### config.mk
export PLATFORM = sky130hd
export DESIGN_NAME = uart_rx_byte
export DESIGN_NICKNAME = d
export VERILOG_FILES = /design/src/rtl/uart_rx_byte.sv
export SDC_FILE = /design/constraint.sdc
export NUM_CORES = 1
export LEC_CHECK = 0
export ABC_AREA = 1
export CORE_UTILIZATION = 55
export CTS_BUF_LIST = sky130_fd_sc_hd__clkbuf_4
export CTS_CLUSTER_DIAMETER = 50
export DETAILED_ROUTE_END_ITERATION = 12
export HOLD_SLACK_MARGIN = 0.02
export PLACE_DENSITY = 0.8
export SYNTH_ARGS = -nofsm -noshare
export SYNTH_HDL_FRONTEND = slang
export SYNTH_SLANG_ARGS = --single-unit
export TNS_END_PERCENT = 30
### constraint.sdc
create_clock -name clk -period 2.5 [get_ports clk]
set_input_delay 0.375 -clock clk [delete_from_list [all_inputs] [get_ports clk]]
set_output_delay 0.375 -clock clk [all_outputs]
set_load 0.1 [all_outputs]
### src/rtl/uart_rx_byte.sv
// 8N1 UART receiver with mid-bit sampling, feeding bytes and a new-data strobe
// to the accelerator load FSM; framing errors and state are exported for debug.
module uart_rx_byte #(
  parameter int CLKS_PER_BIT = 434
) (
  input  logic       clk,
  input  logic       reset,
  input  logic       en,
  input  logic       RxD,
  output logic [7:0] RxData,
  output logic       isNewData,
  output logic       frameErr,
  output logic       isBusy,
  output logic [7:0] rxCount,
  output logic [1:0] state_tap
);

  localparam int HALF = CLKS_PER_BIT / 2;
  localparam int CW   = $clog2(CLKS_PER_BIT);
  localparam logic [CW-1:0] HALF_LAST = CW'(HALF - 1);
  localparam logic [CW-1:0] BIT_LAST  = CW'(CLKS_PER_BIT - 1);

  typedef enum logic [1:0] {
    IDLE  = 2'd0,
    START = 2'd1,
    DATA  = 2'd2,
    STOP  = 2'd3
  } state_t;

  state_t        state;
  logic          s1;
  logic          s2;
  logic          prev;
  logic [CW-1:0] cnt;
  logic [2:0]    bit_idx;
  logic [7:0]    shreg;

  assign isBusy    = (state != IDLE);
  assign state_tap = state;

  // Synchroniser flops reset high so a reset never looks like a start edge on an idle line.
  always_ff @(posedge clk) begin
    if (reset) begin
      state     <= IDLE;
      s1        <= 1'b1;
      s2        <= 1'b1;
      prev      <= 1'b1;
      cnt       <= '0;
      bit_idx   <= '0;
      shreg     <= '0;
      RxData    <= '0;
      isNewData <= 1'b0;
      frameErr  <= 1'b0;
      rxCount   <= '0;
    end else begin
      s1        <= RxD;
      s2        <= s1;
      prev      <= s2;
      isNewData <= 1'b0;
      frameErr  <= 1'b0;

      if (!en) begin
        state <= IDLE;
        cnt   <= '0;
      end else begin
        case (state)
          IDLE: begin
            cnt <= '0;
            if (!s2 && prev) begin
              state <= START;
            end
          end

          START: begin
            if (cnt == HALF_LAST) begin
              cnt <= '0;
              if (!s2) begin
                state   <= DATA;
                bit_idx <= '0;
              end else begin
                state <= IDLE;
              end
            end else begin
              cnt <= cnt + 1'b1;
            end
          end

          DATA: begin
            if (cnt == BIT_LAST) begin
              cnt     <= '0;
              shreg   <= {s2, shreg[7:1]};
              bit_idx <= bit_idx + 3'd1;
              if (bit_idx == 3'd7) begin
                state <= STOP;
              end
            end else begin
              cnt <= cnt + 1'b1;
            end
          end

          STOP: begin
            if (cnt == BIT_LAST) begin
              cnt   <= '0;
              state <= IDLE;
              if (s2) begin
                RxData    <= shreg;
                isNewData <= 1'b1;
                rxCount   <= rxCount + 8'd1;
              end else begin
                frameErr <= 1'b1;
              end
            end else begin
              cnt <= cnt + 1'b1;
            end
          end

          default: begin
            state <= IDLE;
            cnt   <= '0;
          end
        endcase
      end
    end
  end

endmodule

==> impl_metrics.json <==
{
  "cp-start-kind": "flip-flop",
  "timing.fmax_mhz": 588,
  "viasPerCell": 4.83,
  "synth_ff_type": "dfxtp_1",
  "r2r_end": "rxCount[6]",
  "synthTopCellsByCount": "57 x nor2_1, 48 x nand2_1, 43 x dfxtp_1",
  "comb_power_share_pct": 3.9,
  "drc": 0,
  "clock_latency_ns": 0.35,
  "diodes": 0,
  "seqPwrFrac_pct": 59.6,
  "first_iter_violations": 78,
  "start_util_pct": 57.5,
  "synth.most_common_cell": "nor2_1",
  "min_path_cells": 1,
  "grt_max_degree": 21,
  "timing.max_cap.violations": 0,
  "synth_area_per_cell_um2": 7.55,
  "maxSlewHeadroom_pct": 68.4,
  "synth_top_family_by_area": "simple AND/OR/NAND/NOR gates",
  "fp.dieH_um": 61.1,
  "numPlacedInstances": 321,
  "routed_wirelength_um": 3330,
  "synthXorXnorAreaFrac_pct": 4.57,
  "critPathKind": "flip-flop to output pin",
  "clock_path_buffers": 2,
  "cts-buffers-inserted": 5,
  "dp_hpwl_um": 2480,
  "dr_total_vias": 1589,
  "drive_above_1_share_pct": 17.0,
  "power.switching_mw": 0.251,
  "clkTransAtPathRegs_ns": 0.12,
  "synth_area_leaders": "dfxtp_1 45%, nor2_1 11%, nand2_1 9.4%, inv_1 4.7%, ha_1 3.9%",
  "synth_nets": 264,
  "rsz0062_at_grt": "no",
  "r2r_start": "cnt[0]",
  "post-cts-setup-buffers": 0,
  "cts_resized": 0,
  "io_buffers": 24,
  "dr.pass1.iters": 4,
  "hold_start": "s1",
  "num_rows": 21,
  "fin_skew_ns": 0.0108,
  "worst-r2r-cell-count": 10,
  "antenna_found_initial": 0,
  "synth_top_area_cell": "dfxtp_1",
  "ir_drop_uv": 434,
  "synth-seq-area-share_pct": 44.9,
  "min_period_ns": 1.70,
  "stdcell_count": 329,
  "status": "finished, final reports clean",
  "setup_viol_count_final": 0,
  "power_leakage_nw": 0.961,
  "ios": 25,
  "worst_pin_slew_ns": 0.473,
  "core_um2": 3340,
  "p_clk_share_pct": 36.5,
  "synth_compound_area_share_pct": 7.83,
  "hold_viol": 0,
  "finalNetCount": 292,
  "timing.final.crit_share_pct": 68.1,
  "synth-edff-count": 0,
  "grt_pass1_wl_um": 5350,
  "ctsHtreeMaxLevel": 2,
  "power_density_nw_per_um2": 521,
  "worst_setup_path_end_kind": "output pin",
  "drv_slew": 0,
  "hold_path_end": "s2",
  "ys_ff_latch": 43,
  "fin_setup_tns_ns": 0,
  "wire_per_inst_um": 10.1,
  "synth.distinct_cells": 28,
  "hp-class": "flip-flop to flip-flop",
  "arrival_ns": 1.33,
  "yosysWarnings": 0,
  "path_max_fanout": 6,
  "globalRoute.totalOverflow": 0,
  "syn2layout_area_growth_pct": 16.0,
  "die_x_um": 61.1,
  "syn-cell-area_um2": 1920,
  "first_global_vias": 1345,
  "r2r_slack_ns": 0.87,
  "synthMuxAreaShare_pct": 0,
  "critical_path.startpoint": "state_tap[0]",
  "hold_slack_ns": 0.426,
  "cts-root-buf": "clkbuf_4",
  "drtAntennaViolNets": 0,
  "cts_tree": "done",
  "netSwitchingFraction_pct": 21.6,
  "gp_congestion": 0.861,
  "async_reset_ff_share_pct": 0,
  "grt_use_total_pct": 19.6,
  "die_area_um2": 3730,
  "yosysTopAreaCellShare_pct": 44.9,
  "worstPathRequired_ns": 2.12,
  "synthAdderAreaFrac_pct": 3.91,
  "synthSimpleGateAreaFrac_pct": 31.3,
  "synth_cells": 254,
  "hold_buffers": 0,
  "numClockSinks": 43,
  "internal_power_mw": 0.908
}
==> worst max-delay path, cell delays in order, from the launching register on <==
cell and delay (ns):
dfxtp_1 0.49, nor2_1 0.09, inv_1 0.10, buf_4 0.29
==> layout make-up <==
class	instances	area, um2
clock inverters	3	38.8
repair buffers	25	195
flip-flops and latches	43	861
multi-input cells	177	913
well taps	46	57.6
fillers	305	1110
clock buffers	5	37.5
inverters	30	121
==> sequential cells by signal, summed over array words and instances, names as in the netlist, named ones only <==
| register | flops |
|---|---|
| shreg | 8 |
| bit_idx | 3 |
| frameErr | 1 |
| prev | 1 |
| s1 | 1 |
| rxCount | 8 |
| isNewData | 1 |
| s2 | 1 |
| RxData | 8 |
| cnt | 9 |
| state_tap | 1 |
==> how the worst max path moves through the flow <==
stage	slack (ns)	endpoint
2_1_floorplan	0.11	cnt[3]
3_3_place_gp	0.64	cnt[3]
3_5_place_dp	0.57	cnt[3]
4_1_cts	0.78	isBusy
5_1_grt	0.72	isBusy
6_report	0.80	isBusy
==> cells in the final DEF (no fill, tap or decap) <==
cell type	count
xor2_1	7
or2_2	2
nor2_1	57
o21ai_0	8
clkdlybuf4s50_1	3
nand3_2	1
bufinv_16	1
and3_1	1
nand4_1	1
nor2_4	2
nor3b_2	1
nand2_1	48
clkinv_4	1
o21ai_1	10
clkinv_2	2
a21oi_1	12
clkbuf_4	5
buf_4	22
inv_1	24
nand3_4	2
nand4_4	1
clkinv_1	1
ha_1	6
nor3_1	4
nor2_2	1
inv_4	1
nand2_2	3
dfxtp_1	43
inv_2	3
nand3_1	7
xnor2_1	3
==> power by group through the flow <==
stage	Clock, mW	Sequential, mW	Combinational, mW
2_1_floorplan	0	0.710	0.0268
3_3_place_gp	0	0.706	0.0446
3_5_place_dp	0	0.706	0.0453
4_1_cts	0.429	0.691	0.0458
5_1_grt	0.452	0.691	0.0499
6_report	0.423	0.691	0.0455
==> cell families after synthesis <==
group,after synthesis
AOI/OAI and AO/OA,30
xor gates and xnor gates,10
adders and majority gates,6
buffers and inverters,34
DFF,43
and+or+nand+nor,131
==> per-stage QoR <==
| stage | setup WS (ns) | cell area [um2] | power, mW | utilization [%] |
|---|---|---|---|---|
| CTS | 0.775 | 2220 | 1.17 | 66.7 |
| global route | 0.718 | 2220 | 1.19 | 66.7 |
| global placement | 0.637 | 2150 | 0.751 | 64.4 |
| detailed placement | 0.571 | 2150 | 0.751 | 64.4 |
| floorplan | 0.109 | 1920 | 0.737 | - |
| finish | 0.799 | 2220 | 1.16 | 66.7 |
==> layer usage <==
metal | part of all wire (%) | wire, um | GRT usage [%]
met1 | 49 | 1630 | 24.6
met4 | 2.0 | 67 | 11.4
met3 | 3.6 | 121 | 4.62
met2 | 45 | 1510 | 30.7
met5 | 0 | 0 | 0
Power figures use the tool's default switching activity.
